**src/rtl/cdb_arbiter_pkg.sv**
```systemverilog
// rtl/cdb_arbiter_pkg.sv - shared types and grant helper for the CDB arbiter
package cdb_arbiter_pkg;

  localparam int ROB_ID_WIDTH   = 4;
  localparam int REG_DATA_WIDTH = 32;

  typedef logic [ROB_ID_WIDTH-1:0]   rob_id_t;
  typedef logic [REG_DATA_WIDTH-1:0] reg_data_t;

  typedef struct packed {
    rob_id_t   rob_id;
    reg_data_t reg_data;
  } cdb_entry_t;

  typedef enum logic {
    SRC_ALU = 1'b0,
    SRC_LD  = 1'b1
  } cdb_src_e;

  // A lone non-empty head always wins; rr_ptr only breaks ties.
  function automatic cdb_src_e rr_pick(input logic alu_has, input logic ld_has,
                                       input cdb_src_e rr_ptr);
    if (alu_has && ld_has) return rr_ptr;
    else if (ld_has)       return SRC_LD;
    else                   return SRC_ALU;
  endfunction

endpackage

```
**src/rtl/cdb_arbiter_wb_fifo.sv**
```systemverilog
// rtl/cdb_arbiter_wb_fifo.sv - per-source writeback FIFO holding results that lose arbitration
module cdb_arbiter_wb_fifo
  import cdb_arbiter_pkg::*;
#(
  parameter int DEPTH = 2,
  parameter int WIDTH = ROB_ID_WIDTH + REG_DATA_WIDTH
) (
  input  logic             clk,
  input  logic             rst_aL,
  input  logic             flush,
  input  logic             enq_valid,
  output logic             enq_ready,
  input  logic [WIDTH-1:0] enq_data,
  input  logic             deq,
  output logic             empty,
  output logic [WIDTH-1:0] head_data
);

  localparam int PTR_W = $clog2(DEPTH);
  localparam int CNT_W = PTR_W + 1;

  logic [WIDTH-1:0] mem_q [DEPTH];
  logic [WIDTH-1:0] mem_d [DEPTH];
  logic [PTR_W-1:0] head_q, head_d, tail_q, tail_d;
  logic [CNT_W-1:0] count_q, count_d;
  logic             push, pop;

  always_comb begin
    // Ready ignores a same-cycle pop so a full FIFO never accepts.
    enq_ready = (count_q < CNT_W'(DEPTH)) & ~flush;
    empty     = (count_q == '0);
    head_data = mem_q[head_q];
    push      = enq_valid & enq_ready;
    pop       = deq & ~empty & ~flush;

    mem_d   = mem_q;
    head_d  = head_q;
    tail_d  = tail_q;
    count_d = count_q;

    if (flush) begin
      head_d  = '0;
      tail_d  = '0;
      count_d = '0;
    end else begin
      if (push) begin
        mem_d[tail_q] = enq_data;
        tail_d        = tail_q + PTR_W'(1);
      end
      if (pop) head_d = head_q + PTR_W'(1);
      case ({push, pop})
        2'b10:   count_d = count_q + CNT_W'(1);
        2'b01:   count_d = count_q - CNT_W'(1);
        default: count_d = count_q;
      endcase
    end
  end

  always_ff @(posedge clk or negedge rst_aL) begin
    if (!rst_aL) begin
      head_q  <= '0;
      tail_q  <= '0;
      count_q <= '0;
      for (int i = 0; i < DEPTH; i++) mem_q[i] <= '0;
    end else begin
      head_q  <= head_d;
      tail_q  <= tail_d;
      count_q <= count_d;
      mem_q   <= mem_d;
    end
  end

endmodule

```
**src/rtl/cdb_arbiter.sv**
```systemverilog
// rtl/cdb_arbiter.sv - round-robin sharing of the CDB broadcast bus between ALU and load writebacks
module cdb_arbiter
  import cdb_arbiter_pkg::*;
#(
  parameter int FIFO_DEPTH = 2,
  parameter int ROB_ID_W   = ROB_ID_WIDTH,
  parameter int DATA_W     = REG_DATA_WIDTH
) (
  input  logic                clk,
  input  logic                rst_aL,
  input  logic                flush,
  input  logic                alu_wb_valid,
  output logic                alu_wb_ready,
  input  logic [ROB_ID_W-1:0] alu_wb_rob_id,
  input  logic [DATA_W-1:0]   alu_wb_reg_data,
  input  logic                ld_wb_valid,
  output logic                ld_wb_ready,
  input  logic [ROB_ID_W-1:0] ld_wb_rob_id,
  input  logic [DATA_W-1:0]   ld_wb_reg_data,
  output logic                cdb_valid,
  output logic [ROB_ID_W-1:0] cdb_rob_id,
  output logic [DATA_W-1:0]   cdb_reg_data,
  output logic                cdb_src
);

  localparam int ENTRY_W = ROB_ID_W + DATA_W;

  logic [ENTRY_W-1:0] alu_head, ld_head, sel_head;
  logic               alu_empty, ld_empty, alu_deq, ld_deq;
  cdb_src_e           grant, rr_ptr_q, rr_ptr_d;

  cdb_arbiter_wb_fifo #(.DEPTH(FIFO_DEPTH), .WIDTH(ENTRY_W)) u_alu_fifo (
    .clk       (clk),
    .rst_aL    (rst_aL),
    .flush     (flush),
    .enq_valid (alu_wb_valid),
    .enq_ready (alu_wb_ready),
    .enq_data  ({alu_wb_rob_id, alu_wb_reg_data}),
    .deq       (alu_deq),
    .empty     (alu_empty),
    .head_data (alu_head)
  );

  cdb_arbiter_wb_fifo #(.DEPTH(FIFO_DEPTH), .WIDTH(ENTRY_W)) u_ld_fifo (
    .clk       (clk),
    .rst_aL    (rst_aL),
    .flush     (flush),
    .enq_valid (ld_wb_valid),
    .enq_ready (ld_wb_ready),
    .enq_data  ({ld_wb_rob_id, ld_wb_reg_data}),
    .deq       (ld_deq),
    .empty     (ld_empty),
    .head_data (ld_head)
  );

  always_comb begin
    grant     = rr_pick(~alu_empty, ~ld_empty, rr_ptr_q);
    cdb_valid = (~alu_empty | ~ld_empty) & ~flush;
    alu_deq   = cdb_valid & (grant == SRC_ALU);
    ld_deq    = cdb_valid & (grant == SRC_LD);
    sel_head  = (grant == SRC_LD) ? ld_head : alu_head;

    rr_ptr_d = rr_ptr_q;
    if (flush)          rr_ptr_d = SRC_ALU;
    else if (cdb_valid) rr_ptr_d = (grant == SRC_ALU) ? SRC_LD : SRC_ALU;

    // Idle bus is forced to zero so consumers never see stale heads.
    cdb_rob_id   = '0;
    cdb_reg_data = '0;
    cdb_src      = 1'b0;
    if (cdb_valid) begin
      cdb_rob_id   = sel_head[ENTRY_W-1:DATA_W];
      cdb_reg_data = sel_head[DATA_W-1:0];
      cdb_src      = (grant == SRC_LD);
    end
  end

  always_ff @(posedge clk or negedge rst_aL) begin
    if (!rst_aL) rr_ptr_q <= SRC_ALU;
    else         rr_ptr_q <= rr_ptr_d;
  end

endmodule

```
**config.mk**
```make
export PLATFORM = sky130hd
export DESIGN_NAME = cdb_arbiter
export DESIGN_NICKNAME = d
export VERILOG_FILES = /design/src/rtl/cdb_arbiter_pkg.sv /design/src/rtl/cdb_arbiter_wb_fifo.sv /design/src/rtl/cdb_arbiter.sv
export SDC_FILE = /design/constraint.sdc
export NUM_CORES = 1
export LEC_CHECK = 0
export CAP_MARGIN = 20
export CORE_MARGIN = 10
export CORE_UTILIZATION = 45
export DETAILED_ROUTE_END_ITERATION = 8
export PLACE_DENSITY = 0.77
export REMOVE_ABC_BUFFERS = 1
export SKIP_LAST_GASP = 1
export SLEW_MARGIN = 15
export SYNTH_ARGS = -nofsm -noshare
export SYNTH_HDL_FRONTEND = slang
export SYNTH_SLANG_ARGS = --single-unit
```
**constraint.sdc**
```tcl
create_clock -name clk -period 3 [get_ports clk]
set_clock_uncertainty 0.2 [all_clocks]
set_input_delay 0.45 -clock clk [delete_from_list [all_inputs] [get_ports clk]]
set_output_delay 0.45 -clock clk [all_outputs]
set_load 0.005 [all_outputs]
```
==> results of run 1 <==
[cell type report]
type / instances / area (sq um)
clock buffer: 22 / 494
clock inverter: 9 / 113
fill: 1193 / 6040
inverter: 3 / 11.3
multi-input combinational: 296 / 2890
sequential: 153 / 3830
tap: 188 / 235
timing repair buffer: 146 / 1530
[worst register-to-register path, delay by kind of cell (launching register included)]
family / cells / cell delay, ps
buffers and inverters: 2 / 480
and+or+nand+nor: 2 / 410
DFF: 1 / 430
muxes: 1 / 390
[placed cells by master (no fill, tap or decap), drive strengths merged, types with 2 or more instances in the layout]
master         netlist  layout
a21oi                6       6
and3                 3       3
buf                 29      30
bufinv               0       2
clkbuf               4      22
clkdlybuf4s50        0      80
clkinvlp             0       4
dfrtp              153     153
dlygate4sd2          0      12
dlymetal6s2s         0      23
inv                  3       5
mux2               144     144
mux2i               72      72
nand2b               2       2
nand3                2       2
nand4                2       2
nor2                10      10
nor2b                2       2
o21ai                3       3
o22ai               36      36
or3                  3       3
xnor2                2       2
[worst max-delay path by stage]
stage	cells after the start	slack (ps)	to	from
2_1_floorplan	2	490	u_ld_fifo.mem_q[36]	u_ld_fifo.count_q[1]
3_3_place_gp	5	50	cdb_reg_data[16]	flush
3_5_place_dp	5	40	cdb_reg_data[26]	flush
4_1_cts	5	-40	cdb_rob_id[3]	u_ld_fifo.count_q[0]
5_1_grt	5	-90	cdb_reg_data[21]	u_alu_fifo.count_q[0]
6_report	5	20	cdb_reg_data[21]	u_alu_fifo.count_q[0]
[power by group through the flow]
stage / logic, mW / registers (mW) / clock network, mW
after floorplan: 1.05 / 3.06 / 0
after global placement: 1.65 / 3.06 / 0
after detailed placement: 1.71 / 3.12 / 0
after CTS: 1.74 / 3.08 / 2.20
after global routing: 1.86 / 3.16 / 2.29
final: 1.71 / 3.09 / 2.16
[what timing repair did]
| item | CTS | global route |
|---|---|---|
| endpoints found under the hold margin | 60 | 0 |
| setup buffers | 5 | 4 |
| hold buffers | 1 | 0 |
| cloned | 1 | 0 |
| pin swaps | 0 | 0 |
| gates resized for setup | 20 | 27 |
| setup endpoints to repair | 36 | 26 |
[cell families (layout without fill, tap and decap cells)]
logic type,count (synthesis),count (layout),share of synthesized area
xor+xnor,2,2,0.00253
buf+inv,36,180,0.0364
mux,216,216,0.338
flops,153,153,0.552
simple gates,26,26,0.0235
compound gates,52,52,0.0478
[sequential cells by signal (all words and copies together) (netlist names)]
register,count
u_ld_fifo.mem_q,72
u_alu_fifo.mem_q,72
u_alu_fifo.tail_q,1
rr_ptr_q,1
u_ld_fifo.head_q,1
u_ld_fifo.count_q,2
u_alu_fifo.head_q,1
u_alu_fifo.count_q,2
u_ld_fifo.tail_q,1
[stage by stage]
step                      std cells  hold WS (ps)  instance area (sq um)
after floorplan                 452         -45.6                   6690
after global placement          775           267                   8300
after detailed placement        775           273                   8300
after CTS                       813           287                   8990
after global routing            817           308                   9100
final                           817           288                   9100
[metal layers]
layer	GRT usage	share of wire	vias up
met3	0.0551	0.063	27
met4	0.0500	0.015	0
li1	-	-	2046
met1	0.192	0.42	2349
met5	0	0	-
met2	0.279	0.50	126
==> impl_summary.txt, run 1 <==
----------------------------------------------------
[Placed design]
  HPWL after detailed placement ... 11.2 mm
  RePlAce Congestion ... just under 0.8
  Pre-CTS setup slack ... roughly 36 ps
  Quantity of I/O buffers inserted on ports ... between 100 and 150

[Floorplan]
  Core Box Area ... approximately 15,000 sq um
  I/O pin count ... about 120
  Height of the die ... about 140 microns
  Initial Util ... 0.458
  Number of rows in the core area ... 45
  Area enclosed by the die boundary ... ~21,000 sq um
  Die outline width ... about 140 microns

[Critical path]
  Endpoint of the worst register-to-register path ... u_alu_fifo.mem_q[0]
  Reg-to-Reg Start ... u_alu_fifo.count_q[1]
  Type of the worst setup path ... reg -> out
  R2r worst-path depth ... 5
  Biggest fanout along the worst timing path ... 19
  Data arrival time of the worst path ... 2330 ps
  Largest stage delay, worst path ... about 520 ps
  Largest delay share family, worst path ... buffers and inverters
  Cell type of the slowest stage on the worst timing path ... clkdlybuf4s50_1
  Worst reg2reg setup slack ... ~980 ps
  Buffers plus inverters on the worst setup path ... 2
  Critical-path cell list ... o21ba_4, or3_4, buf_8, o22ai_1, clkdlybuf4s50_1
  Kind of end point of the critical path ... output port
  Data required, critical path ... approximately 2400 ps
  Element type at the critical path start ... register

[Pwr]
  Power, Total ... roughly 7 mW
  Sw Ratio ... 0.267
  Flop pwr share ... 0.444
  Worst-case vdd ir drop ... between 0.0004 and 0.0005 V
  Clock Power Share ... 0.310
  Internal power contribution ... 5.10 mW
  Power share of the combinational group ... 0.246
  Net Switching ... about 1.9 mW
  Power per unit of standard cell area ... approximately 760 nW/um^2
  Leakage power summed over all cells ... around 4.1 nW

[Timing]
  Min Tclk post-route ... roughly 3000 ps
  Transition time at the pin with the least slew margin ... approximately 570 ps
  RSZ-0062 raised after global routing ... yes
  Total negative slack for setup checks ... 0 ps
  Worst slew margin ... 0.617
  Number of slew-limit violations in the final report ... 0
  Crit share post-route ... 0.994
  Final hold violations ... 0
  FMAX ... 335 MHz
  Setup Viol. Count Final ... 0
  Final worst setup slack ... about 17 ps

[Route]
  Mean number of vias per cell ... 5.57
  Residual DRC ... 0
  Post-DRT Antenna Nets ... 0
  Via count ... ~4,500
  Overall routed net length ... roughly 17 mm
  Detailed Routing Iterations Pass 1 ... 7
  Drt initial violations ... ~190
  Routed length per placed instance ... 20.7 microns

[Min path]
  Number of cells on the worst hold path ... 1
  Startpoint of the most critical hold path ... u_ld_fifo.mem_q[48]
  Sink of the worst hold path ... u_ld_fifo.mem_q[48]
  Worst hold path type ... reg -> reg

[Synthesis]
  Most numerous cell in the Yosys netlist ... dfrtp_1
  Area share of the leading cell type in the synthesized netlist ... 0.552
  Number of instances in the synthesized netlist ... approximately 490
  Post-synth EDFFs ... 0
  Proportion of synthesized chip area in sequential cells ... 0.552
  Ys Warns ... 0
  Leading post-synthesis cells by cell area ... dfrtp_1 (55%), mux2_2 (22%), mux2i_1 (10%)
  Post-synthesis average cell area ... around 14 sq um
  Post-Synthesis Cell Area ... slightly below 7000 sq um
  Most frequently used flop master after synthesis ... dfrtp_1
  Synthesis-stage register bit count ... 153
  Yosys top cell by area ... dfrtp_1
  Number of different library cells in the post-synthesis netlist ... 30
  Share of flip-flops with an asynchronous set or reset ... 1.00
  Commonest cells in the netlist ... dfrtp_1 (153), mux2_2 (135), mux2i_1 (72)

[Cells and area]
  Final nets ... about 700
  Ratio of cells with drive above 1 in the final layout ... 0.332
  Finished Core Util ... 0.601
  Signed area change from the synthesized netlist to the final layout ... 31.3%
  Diode count ... 0

[GRT]
  Grt total ovfl ... 0
  First-pass GRT wire length ... between 20 and 30 mm
  Number of global-route vias before repair ... about 5,100
  Number of antenna violations at the first check in global routing ... 0
  Total global-route track usage ... 0.164
  Pin count of the biggest net entering global routing ... 63

[Run]
  Max_cap viols ... 0

[Run status]
  Run status ... completed

[Clock tree]
  Number of buffers inserted during clock tree synthesis ... 17
  Skew-Pair Late Insertion Delay ... between 400 and 500 ps
  Clk pin slew, worst setup/hold paths ... about 60 ps
  Max Root-Sink Buffers ... 2
  Master cell of the clock root buffer ... clkbuf_16
  CTS sink count ... between 150 and 200
  H-tree levels ... 4
  Clock tree from TritonCTS ... yes

----------------------------------------------------
Note: power is estimated with default switching activity, not from simulation.
==> inputs of run 2 (changes only) <==
--- a/config.mk
+++ b/config.mk
@@ -7,9 +7,11 @@
 export LEC_CHECK = 0
 export CAP_MARGIN = 20
 export CORE_MARGIN = 10
-export CORE_UTILIZATION = 45
+export CORE_UTILIZATION = 35
 export DETAILED_ROUTE_END_ITERATION = 8
-export PLACE_DENSITY = 0.77
+export GPL_TIMING_DRIVEN = 0
+export PLACE_DENSITY = 0.65
+export RECOVER_POWER = 25
 export REMOVE_ABC_BUFFERS = 1
 export SKIP_LAST_GASP = 1
 export SLEW_MARGIN = 15
==> run 2 against run 1 <==
  * Non-clock buffer count is 13 lower
  * Global-route usage is 3.9 points lower
  * Largest cell class unchanged
  * Sequential cell count stayed put
  * Count of clock-buffer cells in the layout is 2 higher
==> impl_summary.txt, run 2 (synthesized netlist as in run 1, its figures left out) <==
----------------------------------------------------
[Critical path]
  Critical-path cell list ... o21ba_2, or3_4, buf_16, inv_1, clkdlybuf4s50_1
  Data arrival time of the worst path ... 2240 ps (-90 ps)
  Data required, critical path ... 2350 ps (about the same)
  Element type at the critical path start ... register
  Cell type of the slowest stage on the worst timing path ... clkdlybuf4s50_1
  Biggest fanout along the worst timing path ... 19 (unchanged)
  Type of the worst setup path ... reg -> out
  Kind of end point of the critical path ... output port
  Largest stage delay, worst path ... 500 ps (-20 ps)
  Worst reg2reg setup slack ... 770 ps (-210 ps)

[Placed design]
  HPWL after detailed placement ... 11.6 mm (+3.3%)
  Inst Count DP ... 845 (+9.0%)
  Quantity of I/O buffers inserted on ports ... 116 (unchanged)
  RePlAce Congestion ... 0.712 (-10%)
  Pre-CTS setup slack ... -738 ps (-774 ps)

[Floorplan]
  Area enclosed by the die boundary ... 25,800 sq um (+24%)
  Number of rows in the core area ... 51 (+13%)
  Die outline width ... 161 microns (+12%)
  Height of the die ... 161 microns (+12%)
  Initial Util ... 0.356 (-0.102)
  I/O pin count ... 117 (unchanged)
  Core Box Area ... 19,500 sq um (+29%)

[Cells and area]
  Number of cells in the finished layout apart from fillers ... 882 (+8.0%)
  Final nets ... 682 (-1.7%)
  Largest registers ranked by flip-flop count ... u_alu_fifo.mem_q (72), u_ld_fifo.mem_q (72)
  Ratio of cells with drive above 1 in the final layout ... 0.311 (-0.0211)
  Leading cell type in the layout, fill and taps excluded ... dfrtp_1
  Most frequent cells in the layout ... dfrtp_1 (149), mux2_2 (135), clkdlybuf4s50_1 (77)
  Diode count ... 0 (unchanged)
  Signed area change from the synthesized netlist to the final layout ... 30.3%

[Pwr]
  Leakage power summed over all cells ... 3.76 nW (-8.0%)
  Power, Total ... 6.80 mW (-2.3%)
  Worst-case vdd ir drop ... 0.000357 V (-14%)
  Power per unit of standard cell area ... 752 nW/um^2 (-1.6%)

[Clock tree]
  Clk pin slew, worst setup/hold paths ... 60 ps (about the same)
  Number of buffers inserted during clock tree synthesis ... 17 (unchanged)
  Master cell of the clock root buffer ... clkbuf_16
  Skew-Pair Late Insertion Delay ... 410 ps (about the same)
  H-tree levels ... 4 (unchanged)
  CTS sink count ... 153 (unchanged)
  Max Root-Sink Buffers ... 2 (unchanged)
  Clock tree from TritonCTS ... yes

[Timing]
  FMAX ... 346 MHz (+3.1%)
  Final hold violations ... 0 (unchanged)
  Crit share post-route ... 0.965 (-0.0299)
  Worst slew margin ... 0.294 (-0.323)
  Transition time at the pin with the least slew margin ... 1060 ps (+485 ps)
  Number of slew-limit violations in the final report ... 0 (unchanged)
  RSZ-0062 raised after global routing ... no
  Final worst setup slack ... 106 ps (+89.6 ps)
  Min Tclk post-route ... 2890 ps (-89.6 ps)
  Setup Viol. Count Final ... 0 (unchanged)

[GRT]
  Total global-route track usage ... 0.126 (-0.0385)
  Number of global-route vias before repair ... 4,914 (-2.7%)
  First-pass GRT wire length ... 26.4 mm (about the same)
  Pin count of the biggest net entering global routing ... 79 (+25%)
  Grt total ovfl ... 0 (unchanged)
  Number of antenna violations at the first check in global routing ... 0 (unchanged)

[Route]
  Residual DRC ... 0 (unchanged)
  Mean number of vias per cell ... 4.91 (-12%)
  Via count ... 4,334 (-4.7%)
  Post-DRT Antenna Nets ... 0 (unchanged)
  Detailed Routing Iterations Pass 1 ... 4 (-3)
  Overall routed net length ... 15.9 mm (-6.0%)
  Drt initial violations ... 131 (-29%)
  Routed length per placed instance ... 18.1 microns (-13%)

[Run]
  Max_cap viols ... 0 (unchanged)

[Run status]
  Run status ... completed

[Min path]
  Worst hold path type ... reg -> reg

----------------------------------------------------
## run 2: repair_timing
item | 4_1_cts | 5_1_grt
resized for setup | 42 | 1
endpoints found under the setup margin | 37 | 1
pin swaps | 2 | 0
buffers inserted | 4 | 0
cloned | 1 | 0
hold buffers | 1 | 0
hold endpoints to repair | 75 | 0
## run 2: layout make-up
| type | instances | area, sq um |
|---|---|---|
| Clock inverter | 7 | 92.6 |
| Clock buffer | 24 | 482 |
| Tap cell | 265 | 332 |
| Sequential cell | 153 | 3830 |
| Fill cell | 1726 | 10400 |
| Inverter | 3 | 11.3 |
| Timing Repair Buffer | 133 | 1410 |
| Multi-Input combinational cell | 297 | 2880 |
## run 2: worst max-delay path, delay by kind of cell, from the launching register on
family | cells | cell delay, ps
AND/OR/NAND/NOR | 1 | 420
flip-flops | 1 | 390
buffers and inverters | 3 | 750
AO/OA/AOI/OAI | 1 | 270
## run 2: where the power goes
part | internal, mW | total (mW) | switching [mW]
clock network | 1.29 | 2.09 | 0.800
logic | 1.01 | 1.61 | 0.603
registers | 2.73 | 3.10 | 0.376
## run 2: stage by stage
stage          cell area, sq um  hold WS, ps  utilization  TNS [ps]
5_1_grt                    9040          296        0.464         0
6_report                   9040          289        0.464         0
3_3_place_gp               8190          267        0.421   -851040
2_1_floorplan              6690        -45.6            -         0
4_1_cts                    9060          287        0.465      -143
3_5_place_dp               8440          261        0.434    -24820
## run 2: metal layers
| layer | up-vias | routed length [microns] | global-route usage |
|---|---|---|---|
| li1 | 2021 | - | - |
| met3 | 9 | 662 | 0.0394 |
| met2 | 82 | 7960 | 0.209 |
| met4 | 0 | 108 | 0.0302 |
| met1 | 2222 | 7200 | 0.155 |
| met5 | - | 0 | 0 |
## run 2: final timing paths
check                                 startpoint                   end  cells past startpoint
min in group asynchronous                 rst_aL    u_ld_fifo.mem_q[4]                      2
hold / removal               u_ld_fifo.mem_q[66]   u_ld_fifo.mem_q[66]                      1
max in group asynchronous                 rst_aL   u_ld_fifo.mem_q[13]                      3
setup / recovery           u_alu_fifo.count_q[0]               cdb_src                      5
hold reg to reg              u_ld_fifo.mem_q[66]   u_ld_fifo.mem_q[66]                      1
setup reg to reg           u_alu_fifo.count_q[1]  u_alu_fifo.mem_q[20]                      5
